**src/rtl/pc_fetch_unit.sv**
```systemverilog
// rtl/pc_fetch_unit.sv - PC generation, instruction bus fetch and in-order delivery to IF/ID
// FETCH_PREFETCH_EN: two fetches in flight or buffered (back-to-back issue); undefined: one.
module pc_fetch_unit #(
    parameter logic [31:0] RESET_ADDR = 32'h0000_0000
) (
    input  logic        clk_i,
    input  logic        rst_n_i,
    input  logic [2:0]  hold_flag_i,
    input  logic        jump_flag_i,
    input  logic [31:0] jump_addr_i,
    output logic        ibus_req_o,
    output logic [31:0] ibus_addr_o,
    input  logic        ibus_gnt_i,
    input  logic        ibus_rvalid_i,
    input  logic [31:0] ibus_rdata_i,
    output logic [31:0] inst_o,
    output logic [31:0] inst_addr_o
);

`ifdef FETCH_PREFETCH_EN
    localparam int CAP = 2;
`else
    localparam int CAP = 1;
`endif

    localparam logic [31:0] NOP     = 32'h0000_0013;
    localparam logic [2:0]  HOLD_PC = 3'd1;

    typedef enum logic [1:0] {
        ST_BOOT,
        ST_RUN,
        ST_DRAIN
    } state_t;

    state_t            state_q, state_d;
    logic [31:0]       pc_q, pc_d;
    logic [1:0][31:0]  aq_q, aq_d;
    logic [1:0][31:0]  iq_addr_q, iq_addr_d;
    logic [1:0][31:0]  iq_data_q, iq_data_d;
    logic [1:0]        out_q, out_d;
    logic [1:0]        cnt_q, cnt_d;
    logic [1:0]        disc_q, disc_d;
    logic              pend_q, pend_d;

    logic              rv_eff;
    logic              pop;
    logic [2:0]        avail;
    logic              new_ok;
    logic              req;
    logic              fire;
    logic              aq_wr;
    logic              iq_wr;

    // The slot freed by this cycle's pop is credited so a zero-wait bus sustains one word per cycle.
    always_comb begin
        rv_eff = ibus_rvalid_i && (out_q != 2'd0);
        pop    = (cnt_q != 2'd0) && (hold_flag_i <= HOLD_PC) && !jump_flag_i;
        avail  = {1'b0, out_q} + {1'b0, cnt_q} - {2'b00, pop};
        new_ok = (hold_flag_i < HOLD_PC) && (avail < 3'(CAP));
        req    = (state_q != ST_BOOT) && !jump_flag_i && (pend_q || new_ok);
        fire   = req && ibus_gnt_i;
        aq_wr  = out_q[0] && !rv_eff;
        iq_wr  = cnt_q[0] && !pop;
    end

    always_comb begin
        state_d   = state_q;
        pc_d      = pc_q;
        aq_d      = aq_q;
        iq_addr_d = iq_addr_q;
        iq_data_d = iq_data_q;
        out_d     = out_q;
        cnt_d     = cnt_q;
        disc_d    = disc_q;
        pend_d    = req && !ibus_gnt_i;

        if (rv_eff) begin
            aq_d[0] = aq_q[1];
            out_d   = out_q - 2'd1;
        end
        if (fire) begin
            aq_d[aq_wr] = pc_q;
            pc_d        = pc_q + 32'd4;
            out_d       = out_d + 2'd1;
        end

        if (pop) begin
            iq_addr_d[0] = iq_addr_q[1];
            iq_data_d[0] = iq_data_q[1];
            cnt_d        = cnt_q - 2'd1;
        end
        if (rv_eff) begin
            if (disc_q != 2'd0) begin
                disc_d = disc_q - 2'd1;
            end else begin
                iq_addr_d[iq_wr] = aq_q[0];
                iq_data_d[iq_wr] = ibus_rdata_i;
                cnt_d            = cnt_d + 2'd1;
            end
        end

        case (state_q)
            ST_BOOT:  state_d = ST_RUN;
            ST_RUN:   state_d = ST_RUN;
            ST_DRAIN: if (disc_d == 2'd0) state_d = ST_RUN;
            default:  state_d = ST_BOOT;
        endcase

        // Whatever is still outstanding after this cycle's response belongs to the old stream.
        if (jump_flag_i) begin
            pc_d    = jump_addr_i & ~32'd3;
            cnt_d   = 2'd0;
            disc_d  = out_d;
            state_d = (out_d != 2'd0) ? ST_DRAIN : ST_RUN;
        end
    end

    always_ff @(posedge clk_i or negedge rst_n_i) begin
        if (!rst_n_i) begin
            state_q   <= ST_BOOT;
            pc_q      <= RESET_ADDR;
            aq_q      <= '0;
            iq_addr_q <= '0;
            iq_data_q <= '0;
            out_q     <= 2'd0;
            cnt_q     <= 2'd0;
            disc_q    <= 2'd0;
            pend_q    <= 1'b0;
        end else begin
            state_q   <= state_d;
            pc_q      <= pc_d;
            aq_q      <= aq_d;
            iq_addr_q <= iq_addr_d;
            iq_data_q <= iq_data_d;
            out_q     <= out_d;
            cnt_q     <= cnt_d;
            disc_q    <= disc_d;
            pend_q    <= pend_d;
        end
    end

    assign ibus_req_o  = req;
    assign ibus_addr_o = pc_q;
    assign inst_o      = ((cnt_q != 2'd0) && !jump_flag_i) ? iq_data_q[0] : NOP;
    assign inst_addr_o = ((cnt_q != 2'd0) && !jump_flag_i) ? iq_addr_q[0] : RESET_ADDR;

endmodule

```
**config.mk**
```make
export PLATFORM = sky130hd
export DESIGN_NAME = pc_fetch_unit
export DESIGN_NICKNAME = d
export VERILOG_FILES = /design/src/rtl/pc_fetch_unit.sv
export SDC_FILE = /design/constraint.sdc
export NUM_CORES = 1
export LEC_CHECK = 0
export CAP_MARGIN = 20
export CORE_MARGIN = 5
export CORE_UTILIZATION = 54
export CTS_CLUSTER_SIZE = 8
export DETAILED_ROUTE_END_ITERATION = 7
export PLACE_DENSITY = 0.8
export SYNTH_ARGS = -nofsm -noshare
export SYNTH_HDL_FRONTEND = slang
export SYNTH_SLANG_ARGS = --single-unit
```
**constraint.sdc**
```tcl
create_clock -name clk_i -period 5.64 [get_ports clk_i]
set_input_delay 0.564 -clock clk_i [delete_from_list [all_inputs] [get_ports clk_i]]
set_output_delay 0.564 -clock clk_i [all_outputs]
set_load 0.01 [all_outputs]
```
==> results.yml, run 1 <==
finish:
  nets: 1200
  register_area_sq_um: 5731
  n_antenna_cell: 0
  multi_input_area_sq_um: 4833
  areaGrowthSynthToFinish_pct: 25.15
  share_of_post_route_cells_with_drive_strength_above_1_pct: 14.91
  fin_util_pct: 67.98
  layout.cell_area.non_filler_sq_um: 13620
  count_of_filler_cells_inserted_in_the_layout: 1517
  finalNonFillerCells: 1390
place:
  place_worst_setup_slack_ns: 0.9307
  dpl_cell_area_sq_um: 12730
  globalplace.congestion: 0.8171
  io_buffer_count: 164
  dp_hpwl_um: 16310
  place_inst: 1353
synthesis:
  synth_top_area_cell: "sky130_fd_sc_hd__dfrtp_1"
  synthFlopType: "sky130_fd_sc_hd__dfrtp_1"
  synthesis_stage_register_bit_count: 229
  synth_area_per_cell_sq_um: 11.29
  ys_seq_area_share_pct: 52.64
  netlist_instances: 964
  post-synth-top-area-fraction_pct: 52.64
  synthDistinctLibCells: 62
  total_standard_cell_area_after_synthesis_sq_um: 10890
  netlist_top_cells_area: "sky130_fd_sc_hd__dfrtp_1 53%, sky130_fd_sc_hd__mux2i_1 9.1%, sky130_fd_sc_hd__mux2_2 6.6%"
  synth.yosys.warnings: 0
  synth_enable_flop_cells: 0
  async_reset_ff_share_pct: 100.0
detailed_routing:
  dr.first_iter.drc_count: 531
  detail_route.wl_per_cell_um: 17.92
  drc: 0
  finalWirelength_um: 24900
  route.vias.total: 7815
  viasPerCell: 5.622
  detail-route-antenna-nets: 0
  dr.pass1.iters: 5
worst_setup_path:
  r2r-end: "aq_q[55]"
  crit_path_top_delay_cell: "sky130_fd_sc_hd__clkdlybuf4s50_1"
  ff2ff_path_depth: 15
  type_of_destination_of_the_critical_path: "output port"
  criticalPathCategory: "flop to output port"
  crit-reg2reg-launch: "cnt_q[0]"
  cp.buffers_inverters: 4
  cp_cell_sequence: "inv_1 > ha_1 > nor4_4 > ha_1 > inv_1 > ha_1 > inv_1 > fa_1 > nor3b_2 > a31oi_4 > nor2_1 > clkdlybuf4s50_1"
  worst_path_dominant_cell_family: "adder cells"
  timing.critical_path.slowest_cell_delay_ns: 0.57
  path_max_fanout: 7
  arrival_ns: 3.85
  critical_path.startpoint_type: "flop"
  r2r_setup_slack_ns: 1.23
  endpoint_required_time_on_the_critical_path_ns: 5.08
floorplan:
  top_level_ports: 169
  start_util_pct: 54.32
  die_x_um: 152.0
  rows: 52
  floorplan.die_area_sq_um: 23100
  placeableCoreArea_sq_um: 20040
  dieHeight_um: 152.0
sta:
  finalCriticalPeriod_ns: 4.417
  fin_crit_sh_pct: 78.32
  timing.final.max_slew_violations: 0
  fin_ws_ns: 1.223
  worst_tran_pin_value_ns: 1.091
  hold_viol: 0
  worst_case_clock_skew_ns: 0.02406
  finalSetupViolations: 0
  setup_total_negative_slack_ns: 0
  rsz0062_at_grt: "no"
  highest_achievable_clock_rate_mhz: 226.4
  max_slew_margin_pct: 27.28
  fin_worst_hold_slack_ns: 0.1796
pwr:
  peakVddDrop_mv: 0.1870
  power.static_leakage_nw: 5.939
  total_power_mw: 5.359
  power-per-cell-area_nw_per_um2: 393.4
global_routing:
  maximum_number_of_pins_on_one_net_before_global_route_repair: 137
  globalRouteOverflowTotal: 0
  grt_first_pass_wirelength_um: 42100
  grt_usage_pct: 21.59
  number_of_global_route_vias_before_repair: 8129
  number_of_antenna_violations_at_the_first_check_in_global_routing: 0
min_path:
  worstHoldPathType: "input pin to async pin"
cts:
  clk_transition_reported_paths_ns: 0.05
  clkSinkCount: 229
  worst_skew_pair.late_latency_ns: 0.50
  cts_tree: "done"
  clock-root-buffer: "sky130_fd_sc_hd__clkbuf_16"
  holdBufCountCts: 0
  cts_inserted_buffers: 34
  cts_setup_buffers: 0
  post_cts.resized_instances: 0
  cts.htree.levels: 2
  clockBufferDepth: 3
run_status:
  result_of_the_run: "completed"
job:
  max-cap-violations: 0
[registers in the layout, summed over array words and instances (netlist names)]
signal	cells
aq_q	62
cnt_q	2
disc_q	2
ibus_addr_o	30
iq_addr_q	64
iq_data_q	64
out_q	2
pend_q	1
state_q	2
[report_power, final]
group / switching, mW / internal [mW] / leakage, nW
registers: 0.297 / 2.11 / 3.04
clock network: 0.653 / 1.09 / 0.440
logic: 0.599 / 0.618 / 2.46
total: 1.55 / 3.81 / 5.94
[synthesized netlist by cell type, drive strengths merged (2+ instances only)]
| library cell | count |
|---|---|
| clkbuf | 28 |
| inv | 16 |
| xor2 | 2 |
| nor3 | 11 |
| or2 | 2 |
| a21o | 4 |
| o21ai | 112 |
| mux2 | 94 |
| a21boi | 2 |
| and3 | 4 |
| nor3b | 5 |
| ha | 8 |
| xnor2 | 3 |
| nand4 | 10 |
| nor2b | 12 |
| nand3 | 19 |
| dfrtp | 229 |
| o31a | 3 |
| nor2 | 19 |
| or3 | 8 |
| buf | 32 |
| a221o | 10 |
| nor4 | 7 |
| o21bai | 4 |
| o311ai | 6 |
| mux2i | 99 |
| a21oi | 7 |
| nand2 | 130 |
| and2 | 61 |
[logic make-up after synthesis]
kind of cell    after synthesis  synth area share [%]
compound gates              157                 8.621
xor+xnor                      5                0.4714
fa+ha+maj                     9                 1.103
buf+inv                      76                 3.299
flops                       229                 52.64
mux                         193                 19.86
other cells                   1               0.03445
simple gates                294                 13.97
[layout make-up]
class,instances,area share (%)
clock buffers,35,6.429
clock inverters,2,0.1010
inverters,16,0.4409
multi-input cells,660,35.48
flip-flops and latches,229,42.06
well taps,270,2.480
repair buffers,178,13.01
[per-layer routing]
layer	vias to the layer above	routed length (um)	track usage, %	part of all wire [%]
met4	0	462	6.079	1.9
met1	3868	11380	29.90	46
met2	234	11800	35.31	47
met5	-	0	0	0
met3	34	1263	3.868	5.1
li1	3679	-	-	-
[worst max path at each step]
| stage | from | end | slack [ns] | depth (start not counted) |
|---|---|---|---|---|
| after global routing | cnt_q[0] | aq_q[62] | 1.04 | 15 |
| after global placement | hold_flag_i[1] | aq_q[54] | 1.03 | 14 |
| after detailed placement | hold_flag_i[1] | aq_q[55] | 0.93 | 14 |
| final | cnt_q[0] | ibus_req_o | 1.22 | 12 |
| after CTS | cnt_q[0] | ibus_req_o | 1.19 | 12 |
| after floorplan | jump_flag_i | aq_q[34] | 1.71 | 15 |
[cell usage in the layout, fill, tap and decap left out, types with 5 or more instances in the layout]
cell and count:
sky130_fd_sc_hd__a21oi_1 7, sky130_fd_sc_hd__a221o_1 10, sky130_fd_sc_hd__and2_1 61, sky130_fd_sc_hd__buf_4 12, sky130_fd_sc_hd__clkbuf_16 35, sky130_fd_sc_hd__clkdlybuf4s50_1 162
sky130_fd_sc_hd__dfrtp_1 229, sky130_fd_sc_hd__ha_1 8, sky130_fd_sc_hd__inv_1 14, sky130_fd_sc_hd__mux2_2 64, sky130_fd_sc_hd__mux2_4 30, sky130_fd_sc_hd__mux2i_1 99
sky130_fd_sc_hd__nand2_1 128, sky130_fd_sc_hd__nand3_1 18, sky130_fd_sc_hd__nand4_1 10, sky130_fd_sc_hd__nor2_1 17, sky130_fd_sc_hd__nor2b_1 11, sky130_fd_sc_hd__nor3_1 7
sky130_fd_sc_hd__o21ai_0 107, sky130_fd_sc_hd__o21ai_1 5, sky130_fd_sc_hd__o311ai_0 5, sky130_fd_sc_hd__or3_1 8
Note: power is estimated with default switching activity, not from simulation.
==> run 2: changes to the inputs <==
Clock period 5.64 ns to 4.17 ns, I/O delays scaled along.
==> run 2 against run 1 <==
Utilization increased by 0.36 points. Register-to-register slack got worse by 0.57 ns. Cell area increased by 0.52%. Sequential share of layout area is 0.22 points lower. Critical path depth unchanged. Sequential power increased by 35%. Non-clock buffer count rose by 5. Die area stayed put.
==> results.yml, run 2 (same netlist as run 1, synthesis figures left out) <==
cts:
  holdBufCountCts: 0
  worst_skew_pair.late_latency_ns: 0.49
  cts_tree: "done"
  clock-root-buffer: "sky130_fd_sc_hd__clkbuf_16"
  clkSinkCount: 229
  clockBufferDepth: 3
  cts_inserted_buffers: 34
  cts.htree.levels: 2
  clk_transition_reported_paths_ns: 0.05
sta:
  hold_viol: 0
  finalSetupViolations: 0
  highest_achievable_clock_rate_mhz: 254.4
  setup_total_negative_slack_ns: 0
  finalCriticalPeriod_ns: 3.931
  fin_crit_sh_pct: 94.27
  max_slew_margin_pct: 42.47
  timing.final.max_slew_violations: 0
  worst_tran_pin_value_ns: 0.8630
  rsz0062_at_grt: "no"
  worst_case_clock_skew_ns: 0.01647
  fin_ws_ns: 0.2389
detailed_routing:
  drc: 0
  viasPerCell: 5.686
  route.vias.total: 7932
  dr.pass1.iters: 5
  detail_route.wl_per_cell_um: 18.37
  finalWirelength_um: 25620
  detail-route-antenna-nets: 0
  dr.first_iter.drc_count: 464
place:
  place_worst_setup_slack_ns: 0.2452
  io_buffer_count: 164
  dp_hpwl_um: 16370
  globalplace.congestion: 0.8210
global_routing:
  maximum_number_of_pins_on_one_net_before_global_route_repair: 120
  grt_first_pass_wirelength_um: 43220
  number_of_antenna_violations_at_the_first_check_in_global_routing: 0
  grt_usage_pct: 22.14
  number_of_global_route_vias_before_repair: 8297
  globalRouteOverflowTotal: 0
worst_setup_path:
  cp_cell_sequence: "inv_1 > ha_4 > nor4_4 > ha_1 > inv_1 > ha_1 > inv_1 > fa_1 > nor3b_4 > a31oi_4 > nor2_2 > clkdlybuf4s50_1"
  crit_path_top_delay_cell: "sky130_fd_sc_hd__clkdlybuf4s50_1"
  criticalPathCategory: "flop to output port"
  path_max_fanout: 5
  timing.critical_path.mode_cell: "sky130_fd_sc_hd__inv_1"
  arrival_ns: 3.51
  endpoint_required_time_on_the_critical_path_ns: 3.75
  timing.critical_path.slowest_cell_delay_ns: 0.55
  type_of_destination_of_the_critical_path: "output port"
  critical_path.startpoint_type: "flop"
pwr:
  power.static_leakage_nw: 5.968
  peakVddDrop_mv: 0.2619
  total_power_mw: 7.298
  power-per-cell-area_nw_per_um2: 532.9
floorplan:
  rows: 52
  floorplan.die_area_sq_um: 23100
  placeableCoreArea_sq_um: 20040
  die_x_um: 152.0
  start_util_pct: 54.32
  dieHeight_um: 152.0
  top_level_ports: 169
finish:
  commonest_cells_after_routing_fill_and_taps_aside: "229 x sky130_fd_sc_hd__dfrtp_1, 162 x sky130_fd_sc_hd__clkdlybuf4s50_1, 128 x sky130_fd_sc_hd__nand2_1, 107 x sky130_fd_sc_hd__o21ai_0, 99 x sky130_fd_sc_hd__mux2i_1"
  share_of_post_route_cells_with_drive_strength_above_1_pct: 15.47
  mostFrequentLayoutCell: "sky130_fd_sc_hd__dfrtp_1"
  areaGrowthSynthToFinish_pct: 25.80
  n_antenna_cell: 0
  reg.largest.list: "iq_addr_q: 64 flops, iq_data_q: 64 flops, aq_q: 62 flops"
  nets: 1205
  fin_util_pct: 68.34
min_path:
  worstHoldPathType: "input pin to async pin"
run_status:
  result_of_the_run: "completed"
job:
  max-cap-violations: 0
-- run 2: cell count changes in the layout (fill, tap and decap cells not counted), sizes merged --
| cell | delta |
|---|---|
| buf | +5 |
-- run 2: stage by stage --
step	area (sq um)	hold slack (ns)	cells
after floorplan	10890	0.1214	965
after global placement	12760	0.4614	1355
after detailed placement	12760	0.4786	1355
after CTS	13660	0.04547	1392
after global routing	13690	0.08894	1395
final	13690	0.01019	1395
-- run 2: metal layers --
metal  share of wire [%]  vias to the layer above  wire length [um]  GRT usage, %
met5                   0                        -                 0             0
met4                 1.7                        0               430         5.779
met3                 6.2                       37              1595         5.063
met2                  48                      241             12210         36.26
met1                  44                     3968             11390         30.08
li1                    -                     3686                 -             -
-- run 2: critical path, delay by kind of cell (launching register included) --
kind / cells / cell delay, ns
adder cells (fa/ha/maj): 4 / 1.15
buffers and inverters: 4 / 0.78
AND/OR/NAND/NOR: 3 / 0.59
flip-flops: 1 / 0.36
AO/OA/AOI/OAI: 1 / 0.15
-- run 2: worst paths after layout --
kind                            cells past startpoint     start  slack, ns             to
min in group clk_i                                  2   aq_q[0]       0.50   iq_addr_q[0]
worst min register to register                      2   aq_q[0]       0.50   iq_addr_q[0]
worst max register to register                     15  cnt_q[0]       0.66       aq_q[45]
max in group asynchronous                           2   rst_n_i       2.98   iq_data_q[2]
worst min-delay path                                1   rst_n_i       0.01  iq_data_q[30]
worst max-delay path                               12  cnt_q[0]       0.24     ibus_req_o
-- run 2: layout make-up --
cell class | count | area (sq um)
Sequential cell | 229 | 5731
Inverter | 16 | 60.06
Clock inverter | 2 | 13.76
Clock buffer | 35 | 875.8
Fill cell | 1541 | 6345
Timing Repair Buffer | 183 | 1822
Tap cell | 270 | 337.8
Multi-Input combinational cell | 660 | 4855
-- run 2: repair_timing --
action | in CTS | in global routing
pin swaps | 0 | 3
endpoints found under the setup margin | 1 | 1
buffers inserted | 0 | 3
gates cloned | 0 | 0
gates resized for setup | 2 | 2
-- run 2: report_power, final --
group	leakage [nW]	internal (mW)	switching [mW]	total [mW]
Sequential	3.04	2.85	0.405	3.25
Clock	0.440	1.47	0.888	2.36
Combinational	2.48	0.858	0.829	1.69
Total	5.97	5.18	2.12	7.30
==> edit 1, RTL diff (config.mk and constraints of run 1) <==
Add a define of `FETCH_PREFETCH_EN`.
--- a/src/rtl/pc_fetch_unit.sv
+++ b/src/rtl/pc_fetch_unit.sv
@@ -1,5 +1,7 @@
 // rtl/pc_fetch_unit.sv - PC generation, instruction bus fetch and in-order delivery to IF/ID
 // FETCH_PREFETCH_EN: two fetches in flight or buffered (back-to-back issue); undefined: one.
+`define FETCH_PREFETCH_EN
+
 module pc_fetch_unit #(
     parameter logic [31:0] RESET_ADDR = 32'h0000_0000
 ) (
Check against the original RTL: not equivalent (a bounded check fails within 4 cycles, from zero or initial values and one cycle with rst_n_i low).
==> edit 1 against run 1 <==
Final cell count shrank 1.5%; worst setup slack worse by 0.18 ns; largest power group unchanged; synthesized area shrank 2.7%; sequential cell count is the same; total power up 1.8%; highest routed layer unchanged; wire length shrank 5.8%; final area decreased by 2.0%.
==> edit 1: results (changes against run 1) <==
biggest regs: iq_addr_q: 64 flops, iq_data_q: 64 flops, aq_q: 62 flops
final wirelength: 23500 um (-5.8%)
Post-Syn Instances: 951 (-1.3%)
fillers: 1459 (-3.8%)
post-DP HPWL: 14900 um (-8.4%)
wire length of the first global-routing pass: 39000 um (-7.3%)
number of global-route vias before repair: 7583 (-6.7%)
largest cells by area after synthesis: dfrtp_1 54%, mux2i_1 9.1%, mux2_2 8.6%
Critical R2R Capture: aq_q[41]
fraction of layout cells with a size suffix above 1: 0.130 (-0.0187)
FF-to-FF path depth: 13 (-2)
initial antenna violation count: 0 (unchanged)
post-route minimum period: 4.60 ns (+0.181 ns)
Leak: 0.00575 uW (-3.1%)
Cell Int Power: 3870 uW (+1.6%)
NumNets Final: 1183 (-1.4%)
DR iter-0 viols: 468 (-12%)
gpl congestion: 0.749 (-8.4%)
Arr. time, crit path: 4.03 ns (+0.18 ns)
H-tree depth: 2 (unchanged)
Total GRT Usage: 0.213 (-0.00286)
worst-path maximum fanout: 26 (+19)
largest net degree at the start of global routing: 127 (-7.3%)
Worst Skew: 0.0196 ns (-0.00444 ns)
Via density: 5.40 (-4.0%)
reg2reg setup slack: 1.59 ns (+0.36 ns)
Min-Delay Path Class: in2async
Yosys warnings: 0 (unchanged)
number of buffers added on ports: 164 (unchanged)
Worst path max stage delay: 0.62 ns (+0.05 ns)
Sequential Power Share: 0.455 (+0.006)
sequential fraction of the synthesis area: 0.541 (+0.0147)
RR Startpoint: cnt_q[0]
Area after DPL: 0.0125 mm2 (-2.1%)
commonest cells in the netlist: 229 x dfrtp_1, 128 x nand2_1, 110 x o21ai_1
total power: 5460 uW (+1.8%)
status: finished clean
critical path's top delay family: simple AND/OR/NAND/NOR gates
Slew Limit Headroom: 0.324 (+0.0508)
==> edit 1: worst max-delay path by stage <==
stage	from	end	depth (start not counted)
detailed placement	hold_flag_i[2]	ibus_req_o	10
global route	cnt_q[0]	ibus_req_o	11
CTS	cnt_q[0]	ibus_req_o	11
finish	cnt_q[0]	ibus_req_o	11
global placement	hold_flag_i[2]	ibus_req_o	10
floorplan	jump_flag_i	aq_q[47]	13
==> edit 1: cell type report <==
type / instances / area, um2 / area share
Timing Repair Buffer: 177 / 1740 / 0.130
Clock inverter: 2 / 13.8 / 0.00103
Inverter: 11 / 41.3 / 0.00309
Sequential cell: 229 / 5730 / 0.429
Clock buffer: 35 / 876 / 0.0656
Multi-Input combinational cell: 650 / 4620 / 0.346
Tap cell: 265 / 332 / 0.0248
==> edit 1: kinds of logic after synthesis <==
logic type | Yosys count | share of synthesized area
simple gates | 286 | 0.139
mux | 194 | 0.195
flops | 229 | 0.541
other cells | 1 | 0.000354
xor+xnor | 24 | 0.0198
buf+inv | 73 | 0.0280
fa+ha+maj | 8 | 0.0102
compound gates | 136 | 0.0666
==> edit 1: metal layers <==
metal  vias to the layer above  wire [um]  GRT usage  part of all wire
met5                         -          0          0                 0
met4                         0        366     0.0558             0.016
met3                        37       1280     0.0427             0.055
met2                       198      11000      0.338              0.47
met1                      3573      10800      0.303              0.46
li1                       3580          -          -                 -
==> edit 1: stage by stage <==
stage | std cells | hold slack (ns)
3_5_place_dp | 1332 | 0.475
3_3_place_gp | 1332 | 0.467
2_1_floorplan | 952 | 0.268
5_1_grt | 1369 | 0.275
6_report | 1369 | 0.172
4_1_cts | 1369 | 0.214
==> edit 2, RTL diff (settings of run 1) <==
Made on the original files. The 3 states of `state_t` get a one-hot encoding in 3 bits.
--- a/src/rtl/pc_fetch_unit.sv
+++ b/src/rtl/pc_fetch_unit.sv
@@ -26,10 +26,10 @@
     localparam logic [31:0] NOP     = 32'h0000_0013;
     localparam logic [2:0]  HOLD_PC = 3'd1;
 
-    typedef enum logic [1:0] {
-        ST_BOOT,
-        ST_RUN,
-        ST_DRAIN
+    typedef enum logic [2:0] {
+        ST_BOOT  = 3'b001,
+        ST_RUN   = 3'b010,
+        ST_DRAIN = 3'b100
     } state_t;
 
     state_t            state_q, state_d;
Check against the original RTL: same outputs for any inputs over 4 cycles, from zero or initial values and one cycle with rst_n_i low; so few cycles prove little.
==> edit 2 against run 1 <==
Worst setup slack got worse by 0.036 ns; final area is 0.75% higher; sequential cell count rose by 1; synthesized area increased by 0.97%; wire length rose by 1.8%; total power increased by 6.4%; critical path depth is 1 higher; via count increased by 0.58%.
==> edit 2: results (changes against run 1) <==
Clk pin slew, worst setup/hold paths: 0.05 ns (about the same)
DR iter-0 viols: 361 (-32%)
largest net degree at the start of global routing: 124 (-9.5%)
fraction of layout cells with a size suffix above 1: 0.149 (-0.000226)
Via density: 5.49 (-2.4%)
reg2reg setup slack: 1.38 ns (+0.15 ns)
Critical R2R Capture: aq_q[36]
Leak: 0.00594 uW (about the same)
setup violators final: 0 (unchanged)
FF-to-FF path depth: 14 (-1)
wire length of the first global-routing pass: 42100 um (about the same)
NumNets Final: 1235 (+2.9%)
gpl congestion: 0.798 (-2.4%)
largest cells by area after synthesis: dfrtp_1 52%, mux2_2 6.8%, mux2i_1 5.9%
Arr. time, crit path: 3.89 ns (+0.04 ns)
Slew @ Worst Pin: 0.896 ns (-0.195 ns)
pre-CTS setup slack: 1.03 ns (+0.0947 ns)
Avg WL per Cell: 17.7 um (-1.2%)
number of global-route vias before repair: 8080 (-0.60%)
Cell variety after synth: 49 (-21%)
fillers: 1525 (+0.53%)
Most used DFF post-synth: dfrtp_1
worst-path maximum fanout: 8 (+1)
post-route minimum period: 4.45 ns (+0.0356 ns)
RR Startpoint: cnt_q[0]
Non-Filler Instances: 1432 (+3.0%)
Total GRT Usage: 0.216 (+0.000249)
post-synthesis area per instance: 10.9 um2 (-3.6%)
CP max-delay cell: clkdlybuf4s50_1
H-tree depth: 2 (unchanged)
post-DP HPWL: 16400 um (+0.43%)
Max VDD drop: 0.199 mV (+6.3%)
Worst Skew: 0.0188 ns (-0.00523 ns)
sequential fraction of the synthesis area: 0.524 (-0.00264)
switching part of the total: 0.298 (+0.00874)
status: finished clean
DRT Pass-1 Iters: 4 (-1)
commonest cells in the netlist: 229 x dfrtp_1, 161 x nand2_1, 76 x o21ai_0
edit 2: changes by cell type after synthesis, moves of 10 or more:
cell      delta
o21ai_0     -31
xnor2_1     +14
nand2_1     +32
nor2_1      +28
a221o_1     -10
clkbuf_1    +16
mux2i_1     -34
a31oi_1     +35
nor2b_1     -11
edit 2: power groups by stage:
stage / clock [uW] / sequential [uW] / combinational, uW
2_1_floorplan: 0 / 2470 / 949
3_3_place_gp: 0 / 2560 / 1270
3_5_place_dp: 0 / 2590 / 1330
4_1_cts: 1820 / 2580 / 1340
5_1_grt: 1900 / 2660 / 1490
6_report: 1780 / 2580 / 1340
edit 2: final cells by class:
type,instances,share of cell area
Timing Repair Buffer,179,0.130
Clock inverter,1,0.000638
Sequential cell,230,0.419
Multi-Input combinational cell,697,0.356
Clock buffer,43,0.0667
Inverter,12,0.00328
Tap cell,270,0.0246
edit 2: cell families after synthesis:
group | synth area share
DFF | 0.524
muxes | 0.168
adders and majority gates | 0.0109
buffers and inverters | 0.0352
other | 0.000341
AOI/OAI and AO/OA | 0.0713
xor gates and xnor gates | 0.0215
and+or+nand+nor | 0.169
edit 2: critical path, delay by kind of cell (launching register included):
kind / cells / cell delay (ns)
compound gates: 1 / 0.33
xor+xnor: 1 / 0.30
fa+ha+maj: 4 / 1.11
buf+inv: 4 / 0.76
flops: 1 / 0.35
simple gates: 3 / 0.55
edit 2: worst min path at each step:
stage                     slack, ns  cells past startpoint       endpoint      from
after global routing           0.22                      1  iq_data_q[28]   rst_n_i
after floorplan                0.27                      0        aq_q[0]   rst_n_i
after CTS                      0.19                      1  iq_data_q[28]   rst_n_i
after global placement         0.48                      2  iq_addr_q[14]  aq_q[14]
after detailed placement       0.49                      2  iq_addr_q[17]  aq_q[17]
final                          0.15                      1  iq_data_q[28]   rst_n_i
edit 2: stage by stage:
step / instance area [um2] / total power (uW) / hold WS (ns)
5_1_grt: 13700 / 6040 / 0.218
2_1_floorplan: 11000 / 3420 / 0.268
4_1_cts: 13700 / 5740 / 0.193
6_report: 13700 / 5700 / 0.145
3_5_place_dp: 12800 / 3920 / 0.492
3_3_place_gp: 12800 / 3830 / 0.481
edit 2: routing by layer:
layer	share of wire	up-vias	track usage
met2	0.47	218	0.350
li1	-	3769	-
met3	0.055	33	0.0437
met5	0	-	0
met1	0.46	3840	0.306
met4	0.015	0	0.0445
